===== src/rtl/router_out_arbiter_if.sv =====
// FIFO-side and link-side handshake bundle for router_out_arbiter.
// master = arbiter view, slave = FIFO/downstream environment view.
interface router_out_arbiter_if #(
  parameter int unsigned DW = 8
);
  logic [2:0]    fifo_empty;
  logic [DW-1:0] fifo_dout_0;
  logic [DW-1:0] fifo_dout_1;
  logic [DW-1:0] fifo_dout_2;
  logic [2:0]    fifo_rd_en;
  logic [DW-1:0] out_data;
  logic          out_valid;
  logic          out_ready;
  logic          out_sop;
  logic          out_eop;

  modport master (
    input  fifo_empty, fifo_dout_0, fifo_dout_1, fifo_dout_2, out_ready,
    output fifo_rd_en, out_data, out_valid, out_sop, out_eop
  );

  modport slave (
    output fifo_empty, fifo_dout_0, fifo_dout_1, fifo_dout_2, out_ready,
    input  fifo_rd_en, out_data, out_valid, out_sop, out_eop
  );
endinterface


===== src/rtl/router_out_arbiter.sv =====
// Packet-granular round-robin merge of three show-ahead FIFOs onto one link, with stall watchdog.
// Optional OUT_PARITY_CHECK_EN adds a parity_err output checking each packet's trailing parity byte.
module router_out_arbiter #(
  parameter int unsigned TIMEOUT = 30,
  parameter int unsigned DW      = 8
) (
  input  logic                       clk,
  input  logic                       rstn,
  router_out_arbiter_if.master       bus,
  output logic [2:0]                 grant,
  output logic                       busy,
  output logic [2:0]                 sft_rst
`ifdef OUT_PARITY_CHECK_EN
  ,
  output logic                       parity_err
`endif
);
  localparam int unsigned CW = $clog2(TIMEOUT + 1);

  typedef enum logic [1:0] {StIdle, StHdr, StBody} state_e;

  state_e        state_q, state_d;
  logic [2:0]    grant_q, grant_d;
  logic [2:0]    sft_rst_q, sft_rst_d;
  logic [1:0]    rr_ptr_q, rr_ptr_d;
  logic [6:0]    byte_cnt_q, byte_cnt_d;
  logic [CW-1:0] starve_cnt_q, starve_cnt_d;

  logic [1:0]    gidx;
  logic [DW-1:0] head;
  logic          head_empty, active, hs, last, abort;
  logic [1:0]    pick;
  logic          pick_vld;
  logic [2:0]    sum;

  always_comb begin
    gidx = 2'd0;
    unique case (grant_q)
      3'b010:  gidx = 2'd1;
      3'b100:  gidx = 2'd2;
      default: gidx = 2'd0;
    endcase
  end

  always_comb begin
    head = bus.fifo_dout_0;
    case (gidx)
      2'd1:    head = bus.fifo_dout_1;
      2'd2:    head = bus.fifo_dout_2;
      default: head = bus.fifo_dout_0;
    endcase
  end

  assign head_empty     = bus.fifo_empty[gidx];
  assign active         = (state_q != StIdle);
  assign bus.out_data   = head;
  assign bus.out_valid  = active & ~head_empty;
  assign hs             = bus.out_valid & bus.out_ready;
  assign bus.fifo_rd_en = hs ? grant_q : 3'b000;
  assign last           = (byte_cnt_q == 7'd1);
  assign bus.out_sop    = (state_q == StHdr) & bus.out_valid;
  assign bus.out_eop    = (state_q == StBody) & bus.out_valid & last;
  assign abort          = active & head_empty & (starve_cnt_q == CW'(TIMEOUT - 1));
  assign grant          = grant_q;
  assign busy           = active;
  assign sft_rst        = sft_rst_q;

  // Walk rr_ptr+3 down to rr_ptr+1 so the nearest non-empty FIFO overwrites the others.
  always_comb begin
    pick     = 2'd0;
    pick_vld = 1'b0;
    sum      = 3'd0;
    for (int k = 3; k >= 1; k--) begin
      sum = {1'b0, rr_ptr_q} + 3'(k);
      if (sum >= 3'd3) sum = sum - 3'd3;
      if (!bus.fifo_empty[sum[1:0]]) begin
        pick     = sum[1:0];
        pick_vld = 1'b1;
      end
    end
  end

  always_comb begin
    state_d      = state_q;
    grant_d      = grant_q;
    rr_ptr_d     = rr_ptr_q;
    byte_cnt_d   = byte_cnt_q;
    starve_cnt_d = starve_cnt_q;
    sft_rst_d    = 3'b000;
    unique case (state_q)
      StIdle: begin
        starve_cnt_d = '0;
        if (pick_vld) begin
          grant_d = 3'b001 << pick;
          state_d = StHdr;
        end
      end
      StHdr, StBody: begin
        // Downstream stalls (valid & !ready) neither count nor clear.
        if (hs) starve_cnt_d = '0;
        else if (head_empty) starve_cnt_d = starve_cnt_q + CW'(1);
        if (abort) begin
          sft_rst_d    = grant_q;
          state_d      = StIdle;
          rr_ptr_d     = gidx;
          grant_d      = 3'b000;
          byte_cnt_d   = '0;
          starve_cnt_d = '0;
        end else if (hs) begin
          if (state_q == StHdr) begin
            byte_cnt_d = {1'b0, head[7:2]} + 7'd1;
            state_d    = StBody;
          end else begin
            byte_cnt_d = byte_cnt_q - 7'd1;
            if (last) begin
              state_d  = StIdle;
              rr_ptr_d = gidx;
              grant_d  = 3'b000;
            end
          end
        end
      end
      default: state_d = StIdle;
    endcase
  end

  always_ff @(posedge clk) begin
    if (!rstn) begin
      state_q      <= StIdle;
      grant_q      <= 3'b000;
      sft_rst_q    <= 3'b000;
      rr_ptr_q     <= 2'd2;
      byte_cnt_q   <= '0;
      starve_cnt_q <= '0;
    end else begin
      state_q      <= state_d;
      grant_q      <= grant_d;
      sft_rst_q    <= sft_rst_d;
      rr_ptr_q     <= rr_ptr_d;
      byte_cnt_q   <= byte_cnt_d;
      starve_cnt_q <= starve_cnt_d;
    end
  end

`ifdef OUT_PARITY_CHECK_EN
  logic [DW-1:0] par_acc_q, par_acc_d;
  logic          parity_err_q, parity_err_d;

  always_comb begin
    par_acc_d    = par_acc_q;
    parity_err_d = 1'b0;
    if (state_q == StIdle) begin
      par_acc_d = '0;
    end else if (hs) begin
      if ((state_q == StBody) && last) parity_err_d = (par_acc_q != head);
      else par_acc_d = par_acc_q ^ head;
    end
  end

  always_ff @(posedge clk) begin
    if (!rstn) begin
      par_acc_q    <= '0;
      parity_err_q <= 1'b0;
    end else begin
      par_acc_q    <= par_acc_d;
      parity_err_q <= parity_err_d;
    end
  end

  assign parity_err = parity_err_q;
`endif
endmodule

===== src/flat_wrapper.sv =====
// flat-port wrapper written by rule: the top's interface ports become plain ports
module router_out_arbiter_flat 
#(
  parameter int unsigned TIMEOUT = 30,
  parameter int unsigned DW      = 8
)
  (clk, rstn, grant, busy, sft_rst, bus_fifo_empty, bus_fifo_dout_0, bus_fifo_dout_1, bus_fifo_dout_2, bus_out_ready, bus_fifo_rd_en, bus_out_data, bus_out_valid, bus_out_sop, bus_out_eop);
  router_out_arbiter_if #(.DW(DW)) bus_i ();
  input  logic clk;
  input  logic rstn;
  output logic [2:0] grant;
  output logic busy;
  output logic [2:0] sft_rst;
  input wire logic [$bits(bus_i.fifo_empty)-1:0] bus_fifo_empty;
  input wire logic [$bits(bus_i.fifo_dout_0)-1:0] bus_fifo_dout_0;
  input wire logic [$bits(bus_i.fifo_dout_1)-1:0] bus_fifo_dout_1;
  input wire logic [$bits(bus_i.fifo_dout_2)-1:0] bus_fifo_dout_2;
  input wire logic [$bits(bus_i.out_ready)-1:0] bus_out_ready;
  output wire logic [$bits(bus_i.fifo_rd_en)-1:0] bus_fifo_rd_en;
  output wire logic [$bits(bus_i.out_data)-1:0] bus_out_data;
  output wire logic [$bits(bus_i.out_valid)-1:0] bus_out_valid;
  output wire logic [$bits(bus_i.out_sop)-1:0] bus_out_sop;
  output wire logic [$bits(bus_i.out_eop)-1:0] bus_out_eop;
  assign bus_i.fifo_empty = bus_fifo_empty;
  assign bus_i.fifo_dout_0 = bus_fifo_dout_0;
  assign bus_i.fifo_dout_1 = bus_fifo_dout_1;
  assign bus_i.fifo_dout_2 = bus_fifo_dout_2;
  assign bus_i.out_ready = bus_out_ready;
  assign bus_fifo_rd_en = bus_i.fifo_rd_en;
  assign bus_out_data = bus_i.out_data;
  assign bus_out_valid = bus_i.out_valid;
  assign bus_out_sop = bus_i.out_sop;
  assign bus_out_eop = bus_i.out_eop;
  router_out_arbiter #(.TIMEOUT(TIMEOUT), .DW(DW)) u_core (.clk(clk), .rstn(rstn), .bus(bus_i), .grant(grant), .busy(busy), .sft_rst(sft_rst));
endmodule

===== config.mk =====
export PLATFORM = sky130hd
export DESIGN_NAME = router_out_arbiter_flat
export DESIGN_NICKNAME = d
export VERILOG_FILES = /design/src/rtl/router_out_arbiter_if.sv /design/src/rtl/router_out_arbiter.sv /design/src/flat_wrapper.sv
export SDC_FILE = /design/constraint.sdc
export NUM_CORES = 1
export LEC_CHECK = 0
export ABC_AREA = 0
export CORE_ASPECT_RATIO = 0.75
export CORE_MARGIN = 1
export CORE_UTILIZATION = 30
export DETAILED_ROUTE_END_ITERATION = 10
export MAX_ROUTING_LAYER = met4
export SYNTH_ARGS = -nofsm -noshare
export SYNTH_HDL_FRONTEND = slang
export SYNTH_SLANG_ARGS = --single-unit
export TNS_END_PERCENT = 10

===== constraint.sdc =====
create_clock -name clk -period 2.58 [get_ports clk]
set_clock_uncertainty 0.15 [all_clocks]
set_input_delay 0.387 -clock clk [delete_from_list [all_inputs] [get_ports clk]]
set_output_delay 0.387 -clock clk [all_outputs]
set_load 0.03 [all_outputs]

After elaboration in Yosys (flattened, before gate mapping). Cells that the tools add are included. W data, S select, Z words.

Output and inout port bits: 21. Logic and storage cells: 101. Latch bits: 0. Memory bits (writable): 0. Memories kept: 0. Input bits: 30. Bits in registers: 22. Bits in read-only memories: 0.

Bitwise operators: 8. Magnitude comparators: 7. $mul: 0. Reductions and logical operators: 12. Shifts and indexed selects: 1. Mux-type cells: 43. $add $sub $neg: 9. Div/mod/pow operators: 0. Eq/ne operators: 15.

Operator list (number): $mux W2 (15); $mux W7 (3); $mux W3 (6); $pmux W8 S2 (1); $mux W5 (3); $lt A2 B3 Y1 const B (4); $pmux W5 S2 (1); $ge A3 B2 Y1 const B (3); $bmux W1 S2 (4); $ne A4 B1 Y1 const B (2); $pmux W2 S2 (2); $reduce_bool A2 Y1 (4); $add A6 B1 Y7 const B (1); $and A1 B1 Y1 (7); $eq A7 B1 Y1 const B (1); $mux W1 (7); $sub A7 B1 Y7 const B (1); $add A2 B2 Y3 const B (2); $ne A3 B1 Y1 const B (2); $pmux W3 S2 (1); $reduce_and A3 Y1 (2); $sub A2 B2 Y2 const B (3); $add A5 B1 Y5 const B (1); $eq A5 B5 Y1 const B (1); other kinds (14) (18).

Longest topological paths before layout. Gate-level depths: netlist (run 1).

Depth after elaboration: 11. Mapped depth: 10.

Worst setup path after synthesis (run 1). Ideal clock, no wire load.

Path kind: register to register. Start point: reg u_core.grant_q[2], in the netlist u_core.grant[2]. End point: reg u_core.byte_cnt_q[5]. Data arrival time: 2356 ps. Setup time: 120 ps. Path slack: -46 ps. Required time: 2310 ps. Cell stages (with the launch flop): 8. Period minus slack after synthesis: 2626 ps. Path buffers: 1. Cells stage by stage: dfxtp_1 clkbuf_2 nand2b_1 a21oi_1 a2bb2oi_1 a31oi_1 nor3_1 o21ai_1.

RTL lines: from (decl) (RTL line router_out_arbiter.sv:23) `logic [2:0] grant_q, grant_d;`; from (signal assigned) (RTL line router_out_arbiter.sv:137) `grant_q <= grant_d;`; $eq A3 B3 Y1 or $eq A3 B2 Y1 (tied branches) (RTL line router_out_arbiter.sv:38) `unique case (grant_q)`; $pmux W2 S2 (*) (RTL line router_out_arbiter.sv:38); $eq A2 B2 Y1 or $eq A2 B1 Y1 (tied branches) (RTL line router_out_arbiter.sv:47) `case (gidx)`; $pmux W8 S2 (*) (RTL line router_out_arbiter.sv:47); net bus_out_data[6] (RTL line flat_wrapper.sv:20) `output wire logic [$bits(bus_i.out_data)-1:0] bus_out_data;`; $add A6 B1 Y7 (*) (RTL line router_out_arbiter.sv:111) `byte_cnt_d = {1'b0, head[7:2]} + 7'd1;`; $mux W7 (*) (RTL line router_out_arbiter.sv:110) `if (state_q == StHdr) begin`; $mux W7 (*) (RTL line router_out_arbiter.sv:109) `end else if (hs) begin`; $mux W7 (*) (RTL line router_out_arbiter.sv:102) `if (abort) begin`; to (signal assigned) (RTL line router_out_arbiter.sv:140) `byte_cnt_q <= byte_cnt_d;`; to (decl) (RTL line router_out_arbiter.sv:26) `logic [6:0] byte_cnt_q, byte_cnt_d;`.

Mark *: on every way through the listed nets, which the timed path passes. The rest lies on a longest branch. The select of a mux whose other input is x is not followed. A chain may end at the register's enable or synchronous reset.

Worst setup path after layout (run 1).
Start point: in bus_fifo_dout_2[3]. End point: out bus_out_data[3].

Word-level cells in the longest chain between the ends: 1.

Ends and longest elaborated chain: from (decl) (RTL line flat_wrapper.sv:17) `input wire logic [$bits(bus_i.fifo_dout_2)-1:0] bus_fifo_dout_2;`; $pmux W8 S2 (RTL line router_out_arbiter.sv:47); to (decl) (RTL line flat_wrapper.sv:20).

No other way between the ends.

==> reports/results.ini, run 1 <==
[synthesis]
synth-edff-count=0
synth_fa_ha_area_share_pct=8.70
yosysSeqAreaShare_pct=23.6
synth_xor_area_share_pct=4.69
synth-simple-area-share_pct=26.8
synth_compound_area_share_pct=26.2
async_reset_ff_share_pct=0
synth_flop_cell=dfxtp_1
yosysWarningCount=0
synth_area_per_cell_um2=7.79
ys_types=54
synthMuxAreaShare_pct=3.88
synth_area_um2=1870
netlist_instances=240
ys_ff_latch=22
synth_top_family_by_area=simple AND/OR/NAND/NOR gates
synth_nets=283

[global_routing]
grt_pass1_wl_mm=9.06
antenna_found_initial=0
grt_start_max_net_pins=13
gr-total-overflow=0
grt_pass1_vias=1917
grt_usage_pct=17.8

[sta]
fin_crit_sh_pct=93.9
timing.setup.tns_ns=0
max_slew_margin_pct=55.9
max_freq_mhz=413
fin_crit_ns=2.42
finalMaxSlewViolations=0
hold_viol=0
worst_slew_pin_slew_ns=0.656
finalSetupViolCount=0
grt_setup_unrepaired=no

[power]
pwr-share-comb_pct=66.0
ir_drop_mv=0.349
intPower_mw=1.04
switching_share_pct=46.1
pwr-share-clk_pct=11.3
power_leakage_nw=1.08
power.density_nw_per_um2=719
total_power_mw=1.93
seq_power_share_pct=22.7
netSwitchingPower_mw=0.890

[cts]
cts_hold_buf=0
cts_sinks=22
cts_tree=built
htree_levels=1
cts_made_buffers=3
clkLatencyLatePin_ns=0.27
cts_buffer_depth=2
path_clk_slew_ns=0.08
cts-root-buf=clkbuf_8
post_cts_buffers=0

[worst_setup_path]
crit_fanout=2
path_class=input port to primary output
arrival_ns=1.89
cp.required_ns=2.04
crit_chain=clkdlybuf4s50_1 > or3b_2 > a21oi_1 > nor2_1 > dlygate4sd2_1
critPathSlowestCell=or3b_2
cp-end-kind=primary output
max_stage_delay_ns=0.43
start_kind=input port

[route]
ant_nets=0
num_vias=1975
viasPerCell=5.06
wl_mm=5.49
drt-wirelength-per-cell_um=14.1
drt_iter0_drc=74
dr.pass1.iters=4
drc=0

[die]
initial_core_util_pct=31.6
die_w_um=93.2
die_area_um2=6550
io_pins=51
die_height_um=70.4
core_area_um2=5920
rows=24

[final_layout]
finalNetCount=357
syn_to_final_growth_pct=43.6
antennaDiodeCount=0
drive_above_1_share_pct=20.5
fillerInstances=601

[run]
drv_cap=0

[status]
status=complete, no violations

[placement]
dp_hpwl_mm=4.37
place_congestion=0.819
numPortBuffers=50

[hold_path]
min_path_type=flop to flop

[power by group through the flow]
| stage | Sequential, mW | Clock [mW] | Combinational (mW) |
|---|---|---|---|
| 2_1_floorplan | 0.457 | 0 | 0.782 |
| 3_3_place_gp | 0.443 | 0 | 1.26 |
| 3_5_place_dp | 0.445 | 0 | 1.26 |
| 4_1_cts | 0.437 | 0.224 | 1.26 |
| 5_1_grt | 0.447 | 0.240 | 1.39 |
| 6_report | 0.439 | 0.219 | 1.27 |
[logic make-up (layout without fill, tap and decap cells)]
| group | count (synthesis) | after routing |
|---|---|---|
| simple gates | 93 | 93 |
| compound gates | 67 | 67 |
| buf+inv | 28 | 100 |
| flops | 22 | 22 |
| fa+ha+maj | 13 | 13 |
| xor+xnor | 10 | 10 |
| mux | 7 | 7 |
[cell usage after synthesis, types with 2 or more instances]
cell / count / area, µm²
clkbuf_1: 4 / 15.0
dfxtp_1: 22 / 440
nand3b_1: 4 / 30.0
nand2_1: 17 / 63.8
nor2b_1: 3 / 18.8
and4_1: 3 / 26.3
a21boi_0: 4 / 30.0
a211o_1: 3 / 26.3
a31oi_1: 4 / 25.0
nand3_1: 12 / 60.1
o21a_1: 2 / 15.0
xor2_1: 4 / 35.0
o21ai_1: 2 / 10.0
buf_2: 4 / 20.0
mux2_2: 2 / 22.5
and3_1: 3 / 18.8
o21ai_0: 9 / 45.0
nor3_1: 8 / 40.0
o22ai_1: 5 / 31.3
nor4_1: 3 / 18.8
ha_1: 13 / 163
mux2i_1: 5 / 50.1
nand4_1: 2 / 12.5
and2_1: 4 / 25.0
xnor2_1: 6 / 52.6
or3b_2: 6 / 52.6
nor2_1: 20 / 75.1
a2bb2oi_1: 2 / 17.5
a211oi_1: 4 / 30.0
or3b_1: 2 / 17.5
nand2b_1: 3 / 18.8
a21oi_1: 15 / 75.1
inv_1: 18 / 67.6
nor3b_1: 2 / 15.0
[stage by stage]
step	setup WS, ns	hold slack (ns)	area, µm²	utilization, %	instances
after floorplan	-0.0287	0.304	1880	-	240
after global placement	-0.0777	0.329	2630	44.4	387
after detailed placement	-0.0838	0.334	2630	44.4	387
after CTS	0.0335	0.355	2670	45.1	390
after global routing	0.0234	0.379	2690	45.4	390
final	0.156	0.352	2690	45.4	390
[worst max-delay path, delay by kind of cell]
| family | cells | cell delay, ns |
|---|---|---|
| and+or+nand+nor | 2 | 0.52 |
| buffers and inverters | 2 | 0.77 |
| AOI/OAI and AO/OA | 1 | 0.20 |
[state kept, by name, summed over array words and instances, names as in the netlist]
register,cells
u_core.rr_ptr_q,2
u_core.state_q,2
u_core.starve_cnt_q,5
u_core.grant,3
u_core.byte_cnt_q,7
u_core.sft_rst,3
[repair_timing]
action | in CTS | in global routing
endpoints found under the setup margin | 5 | 14
resized for setup | 4 | 7
pin swaps | 0 | 1
[routing by layer]
metal / global-route usage, % / vias to the layer above / wire, µm / part of all wire [%]
met5: - / - / 0 / 0
met4: 3.59 / 0 / 68 / 1.2
met3: 3.59 / 9 / 332 / 6.0
met2: 27.8 / 55 / 2260 / 41
met1: 23.8 / 895 / 2830 / 52
li1: - / 1016 / - / -
[path summary, 6_finish.rpt]
kind / endpoint / cells after the start / from / slack [ns]
setup / recovery: bus_out_data[3] / 5 / bus_fifo_dout_2[3] / 0.16
hold / removal: u_core.byte_cnt_q[1] / 2 / u_core.byte_cnt_q[1] / 0.35
setup reg to reg: u_core.grant[2] / 8 / u_core.rr_ptr_q[1] / 0.21
hold reg to reg: u_core.byte_cnt_q[1] / 2 / u_core.byte_cnt_q[1] / 0.35
[layout make-up]
| class | count | area, µm² | share of cell area (%) |
|---|---|---|---|
| multi-input combinational | 190 | 1330 | 49.6 |
| timing repair buffer | 79 | 701 | 26.1 |
| tap | 78 | 97.6 | 3.63 |
| inverter | 18 | 67.6 | 2.52 |
| clock buffer | 3 | 41.3 | 1.54 |
| sequential | 22 | 445 | 16.6 |
[cells in the final DEF (no fill, tap or decap), types with 4 or more instances in the layout]
cell	Yosys	routed
inv_1	18	18
mux2i_1	5	5
xor2_1	4	4
dfxtp_1	22	20
nand2_1	17	17
nor2_1	20	20
or3b_2	6	6
and2_1	4	4
nand3_1	12	12
nor3_1	8	8
buf_4	1	39
clkdlybuf4s50_1	0	36
o22ai_1	5	5
o21ai_0	9	9
a211oi_1	4	4
nand3b_1	4	4
a21boi_0	4	4
ha_1	13	11
a21oi_1	15	13
xnor2_1	6	6
a31oi_1	4	4
No activity file was read; power rests on OpenSTA's default activity.
==> inputs of run 2 (changes only) <==
--- a/config.mk
+++ b/config.mk
@@ -6,11 +6,12 @@
 export NUM_CORES = 1
 export LEC_CHECK = 0
 export ABC_AREA = 0
-export CORE_ASPECT_RATIO = 0.75
+export CORE_ASPECT_RATIO = 1.25
 export CORE_MARGIN = 1
 export CORE_UTILIZATION = 30
 export DETAILED_ROUTE_END_ITERATION = 10
 export MAX_ROUTING_LAYER = met4
+export SETUP_SLACK_MARGIN = 0.15
 export SYNTH_ARGS = -nofsm -noshare
 export SYNTH_HDL_FRONTEND = slang
 export SYNTH_SLANG_ARGS = --single-unit
==> constraint.sdc (replaced) <==
create_clock -name clk -period 2.58 [get_ports clk]
set_clock_uncertainty 0.15 [all_clocks]
set_input_delay 0.258 -clock clk [delete_from_list [all_inputs] [get_ports clk]]
set_output_delay 0.258 -clock clk [all_outputs]
set_load 0.03 [all_outputs]
==> run 2 against run 1 <==
Fmax rose by 1.1%. Clock power barely moved. Critical path depth did not move. Non-clock buffer count fell by 7. Sequential share of layout area rose by 0.28 points. Register-to-register slack barely moved. Count of clock-buffer cells in the layout did not move. Worst setup slack improved by 0.028 ns. Sequential cell count did not move. Worst hold slack got worse by 0.014 ns. First-iteration DRC count rose by 18%. Power fell by 4.0%. Largest power group unchanged.
==> reports/results.ini, run 2 (same netlist as run 1, synthesis figures left out) <==
[status]
status=complete, no violations

[worst_setup_path]
cp-end-kind=primary output
critPathTopFamily=simple AND/OR/NAND/NOR gates
arrival_ns=1.99  ; +0.10 ns
critPathSlowestCell=or3b_2
startpoint=u_core.grant[1]
worst-path-stages=5  ; unchanged
ff2ff_setup_slack_ns=0.20  ; about the same
crit_fanout=8  ; +6
r2r_cells=8  ; unchanged
cp.required_ns=2.17  ; +0.13 ns
crit_buf_inv=2  ; unchanged
start_kind=flop
crit_chain=buf_4 > or3b_2 > a21oi_1 > nor2_1 > buf_4
path_class=flop to primary output
cpMostUsedCell=buf_4
max_stage_delay_ns=0.44  ; about the same
r2r-end=u_core.grant[2]
r2r_start=u_core.rr_ptr_q[0]

[cts]
cts_buffer_depth=2  ; unchanged
cts_sinks=22  ; unchanged
clkLatencyLatePin_ns=0.27  ; about the same
htree_levels=1  ; unchanged
cts_hold_buf=0  ; unchanged
cts_tree=built
cts_made_buffers=3  ; unchanged
cts-root-buf=clkbuf_8
path_clk_slew_ns=0.08  ; about the same

[sta]
hold_viol=0  ; unchanged
max_freq_mhz=417  ; +1.1%
finalWorstSetupSlack_ns=0.184  ; +0.0275 ns
finalMaxSlewViolations=0  ; unchanged
fin_crit_ns=2.40  ; -0.0275 ns
grt_setup_unrepaired=yes
worst_slew_pin_slew_ns=0.556  ; -0.100 ns
timing.hold.ws_ns=0.338  ; -0.0141 ns
max_slew_margin_pct=62.8  ; +7.0 points
fin_crit_sh_pct=92.9  ; -1.1 points
finalSetupViolCount=0  ; unchanged

[placement]
dp_hpwl_mm=4.25  ; -2.7%
dp_worst_setup_slack_ns=0.0915  ; +0.175 ns
numPortBuffers=50  ; unchanged
place_congestion=0.858  ; +4.7%

[die]
die_area_um2=6550  ; about the same
die_w_um=72.6  ; -22%
io_pins=51  ; unchanged
rows=31  ; +29%
initial_core_util_pct=31.7  ; +0.11 points
die_height_um=90.3  ; +28%
core_area_um2=5900  ; -0.34%

[final_layout]
postLayoutCoreUtil_pct=44.4  ; -0.99 points
final_common_cell=clkdlybuf4s50_1
top_regs=u_core.byte_cnt_q (7), u_core.starve_cnt_q (5)
antennaDiodeCount=0  ; unchanged
final_cell_mix=clkdlybuf4s50_1 (36), buf_4 (30), dfxtp_1 (21)
syn_to_final_growth_pct=40.0
largest_reg_flops=7  ; unchanged
top_register=u_core.byte_cnt_q
finalNetCount=350  ; -2.0%
drive_above_1_share_pct=16.4  ; -4.1 points

[global_routing]
antenna_found_initial=0  ; unchanged
grt_pass1_wl_mm=8.74  ; -3.6%
gr-total-overflow=0  ; unchanged
grt_start_max_net_pins=16  ; +3
grt_pass1_vias=1854  ; -3.3%
grt_usage_pct=17.3  ; -0.51 points

[power]
power_leakage_nw=1.04  ; -3.3%
total_power_mw=1.85  ; -4.0%
power.density_nw_per_um2=708  ; -1.5%
ir_drop_mv=0.454  ; +30%

[run]
drv_cap=0  ; unchanged

[hold_path]
min_path_type=flop to flop
hold_start=u_core.byte_cnt_q[1]
min_path_cells=2  ; unchanged
whs_endpoint=u_core.byte_cnt_q[1]

[route]
drt-wirelength-per-cell_um=13.9  ; -1.4%
drt_iter0_drc=87  ; +18%
dr.pass1.iters=4  ; unchanged
drc=0  ; unchanged
wl_mm=5.37  ; -2.2%
ant_nets=0  ; unchanged
num_vias=1943  ; -1.6%
viasPerCell=5.02  ; -0.86%

run 2: changes by cell type in the layout (fill, tap and decap cells not counted), moves of 2 or more:
cell,previous run,this run
a21oi_2,2,0
ha_2,2,0
buf_4,39,30
a21oi_1,13,15
dlygate4sd2_1,2,6
ha_1,11,13
run 2: metal layers:
layer,vias to the layer above,wire (µm),GRT usage (%)
li1,1006,-,-
met1,881,2520,20.9
met2,49,2540,29.4
met3,7,217,2.23
met4,0,89,5.23
met5,-,0,-
run 2: area by class of cell:
class,instances,area (µm²)
Clock buffer,3,41.3
Fill cell,626,3280
Inverter,18,67.6
Multi-Input combinational cell,190,1330
Sequential cell,22,442
Tap cell,82,103
Timing Repair Buffer,72,638
run 2: per-stage QoR:
stage	cell area (µm²)	TNS, ns	std cells
2_1_floorplan	1880	-0.0287	240
3_3_place_gp	2580	0	384
3_5_place_dp	2580	0	384
4_1_cts	2610	0	387
5_1_grt	2620	0	387
6_report	2620	0	387
run 2: worst max-delay path by stage:
stage                      endpoint
2_1_floorplan  u_core.byte_cnt_q[2]
5_1_grt        u_core.byte_cnt_q[0]
4_1_cts        u_core.byte_cnt_q[5]
3_5_place_dp   u_core.byte_cnt_q[0]
6_report            bus_out_data[4]
3_3_place_gp   u_core.byte_cnt_q[0]
run 2: tightest hold or removal path, stage by stage (launching register included):
cell and delay (ns):
dfxtp_1 0.33, nand2_1 0.05, a21boi_0 0.06
run 2: power breakdown:
part	internal [mW]	switching [mW]	total, mW
combinational	0.506	0.693	1.20
clock	0.105	0.116	0.220
sequential	0.386	0.0477	0.434
run 2: what timing repair did:
| action | in CTS | in global routing |
|---|---|---|
| buffers inserted | 0 | 0 |
| endpoints found under the hold margin | 0 | 0 |
| resized for setup | 7 | 1 |
| endpoints found under the setup margin | 12 | 13 |
| pin swaps | 1 | 0 |
| cloned | 0 | 0 |
==> variant (settings of run 2) <==
`TIMEOUT` is set to 30 in 2 places; all go to 15.
--- a/src/rtl/router_out_arbiter.sv
+++ b/src/rtl/router_out_arbiter.sv
@@ -2,5 +2,5 @@
 // Optional OUT_PARITY_CHECK_EN adds a parity_err output checking each packet's trailing parity byte.
 module router_out_arbiter #(
-  parameter int unsigned TIMEOUT = 30,
+  parameter int unsigned TIMEOUT = 15,
   parameter int unsigned DW      = 8
 ) (
--- a/src/flat_wrapper.sv
+++ b/src/flat_wrapper.sv
@@ -2,5 +2,5 @@
 module router_out_arbiter_flat 
 #(
-  parameter int unsigned TIMEOUT = 30,
+  parameter int unsigned TIMEOUT = 15,
   parameter int unsigned DW      = 8
 )
Check against the original RTL: no difference found for any inputs over 4 cycles, from zero or initial values and one cycle with rstn low; that may be too few to reach the edited logic, so the function may still have changed.
==> variant against run 2 <==
  * Final area is 2.1% lower
  * Wire length down 2.7%
  * Total power grew 3.9%
  * Critical endpoint is now bus_fifo_rd_en[2]
  * Clock power up 2%
  * Sequential cell count decreased by 1
  * Final cell count decreased by 9.0%
  * Worst setup slack better by 0.071 ns
  * Count of clock-buffer cells in the layout grew 1
  * Area after synthesis is 2.9% lower
  * Critical path type unchanged
==> variant: results (changes against run 2) <==
nets in the synthesized netlist 268 (-5.3%); global-route wire length before repair 8618 µm (-1.3%); origin of the critical flop-to-flop path u_core.grant[1]$_SDFFE_PN0P_; via count of the first global-routing pass 1,750 (-5.6%); leak pwr 1.066 nW (+2.1%); fraction of layout cells with a size suffix above 1 20.28% (+3.9 points); global-route total usage across every layer 17.89% (+0.62 points); portion of the post-synthesis area used by sequential elements 23.17% (-0.39 points); Tcrit/Tclk final 90.11% (-2.8 points); number of detailed-route iterations in the first pass 6 (+2); Distinct cells, synth 65 (+20%); Die Width 71.56 µm (-1.4%); arrival time reported for the critical path endpoint 1.92 ns (-0.07 ns); Setup Slack @ Placement 0.1591 ns (+0.06763 ns); worst rel slew slack 69.34% (+6.5 points); ranking of synthesized cells by area sky130_fd_sc_hd__dfxtp_1 (23%), sky130_fd_sc_hd__ha_1 (9.0%), sky130_fd_sc_hd__nand2_1 (4.1%); number of fill cells in the layout 580 (-7.3%); estimated wirelength of the detail-placed design 4199 µm (-1.1%); routed length per placed instance 14.84 µm (+6.9%); Placer Congestion 0.8089 (-5.7%); Top Registers u_core.byte_cnt_q x7, u_core.starve_cnt_q x4; per-instance average area after synthesis 8.063 µm² (+3.5%); result of the run finished clean; critical path fanouts, max 11 (+3); path depth of the worst reg2reg path 10 (+2); endpoint of the worst hold-timing path u_core.state_q[0]$_SDFFE_PN0P_; number of design-rule violations left by the first detailed-router iteration 110 (+26%); number of vias after detailed routing 1,879 (-3.3%); register-to-register path setup slack 0.27 ns (+0.07 ns); Layout Cells excl Fill 352 (-9.0%)
-- variant: per-stage QoR --
step           util (%)  total power (W)  instance area (µm²)  hold slack, ns
2_1_floorplan         -         0.001290                 1854          0.2704
3_3_place_gp      42.62         0.001709                 2480          0.3430
3_5_place_dp      42.62         0.001712                 2480          0.3532
4_1_cts           43.38         0.001934                 2524          0.3758
5_1_grt           44.06         0.002074                 2564          0.3990
6_report          44.06         0.001927                 2564          0.3715
-- variant: cell type report --
type                    count  area (µm²)  area share, %
flip-flops and latches     21       424.2          16.54
inverters                  14       52.55          2.050
clock buffers               4       45.04          1.757
well taps                  66       82.58          3.221
multi-input cells         178        1328          51.78
repair buffers             69       631.9          24.65
-- variant: how the worst max path moves through the flow --
stage | startpoint | to | cells past startpoint
global placement | bus_fifo_dout_1[4] | bus_out_data[4] | 5
floorplan | u_core.grant[1]$_SDFFE_PN0P_ | u_core.byte_cnt_q[4]$_SDFFE_PN0P_ | 11
global route | u_core.grant[1]$_SDFFE_PN0P_ | u_core.byte_cnt_q[4]$_SDFFE_PN0P_ | 10
CTS | u_core.grant[1]$_SDFFE_PN0P_ | bus_out_data[1] | 7
finish | u_core.grant[2]$_SDFFE_PN0P_ | bus_fifo_rd_en[2] | 7
detailed placement | bus_fifo_empty[1] | u_core.byte_cnt_q[5]$_SDFFE_PN0P_ | 7
-- variant: logic make-up after synthesis --
group	share of synthesized area [%]
and+or+nand+nor	25.93
adders and majority gates	8.966
xor gates and xnor gates	4.828
muxes	2.828
DFF	23.17
AOI/OAI and AO/OA	27.10
buffers and inverters	7.172
-- variant: repair_timing --
action | CTS | global route
hold buffers | 0 | 0
resized for setup | 1 | 14
setup endpoints to repair | 4 | 17
-- variant: layer usage --
metal	vias up	global-route usage (%)	routed length (µm)
met5	-	-	0
met1	878	20.75	2198
met2	52	32.12	2760
li1	945	-	-
met3	4	2.818	202
met4	0	4.991	63
-- variant: power groups by stage --
stage	clock, W	combinational (W)	sequential, W
detailed placement	0	0.00127	0.000445
finish	0.000224	0.00127	0.000437
global route	0.000248	0.00138	0.000447
global placement	0	0.00127	0.000441
CTS	0.000228	0.00127	0.000437
floorplan	0	0.000834	0.000456
-- variant: critical path, cell delays in order, from the launching register on --
cell and delay (ns):
sky130_fd_sc_hd__dfxtp_2 0.34, sky130_fd_sc_hd__buf_4 0.16, sky130_fd_sc_hd__xnor2_1 0.17, sky130_fd_sc_hd__o21ai_2 0.28, sky130_fd_sc_hd__and4_4 0.28, sky130_fd_sc_hd__buf_6 0.15
sky130_fd_sc_hd__and2_1 0.13, sky130_fd_sc_hd__buf_4 0.15
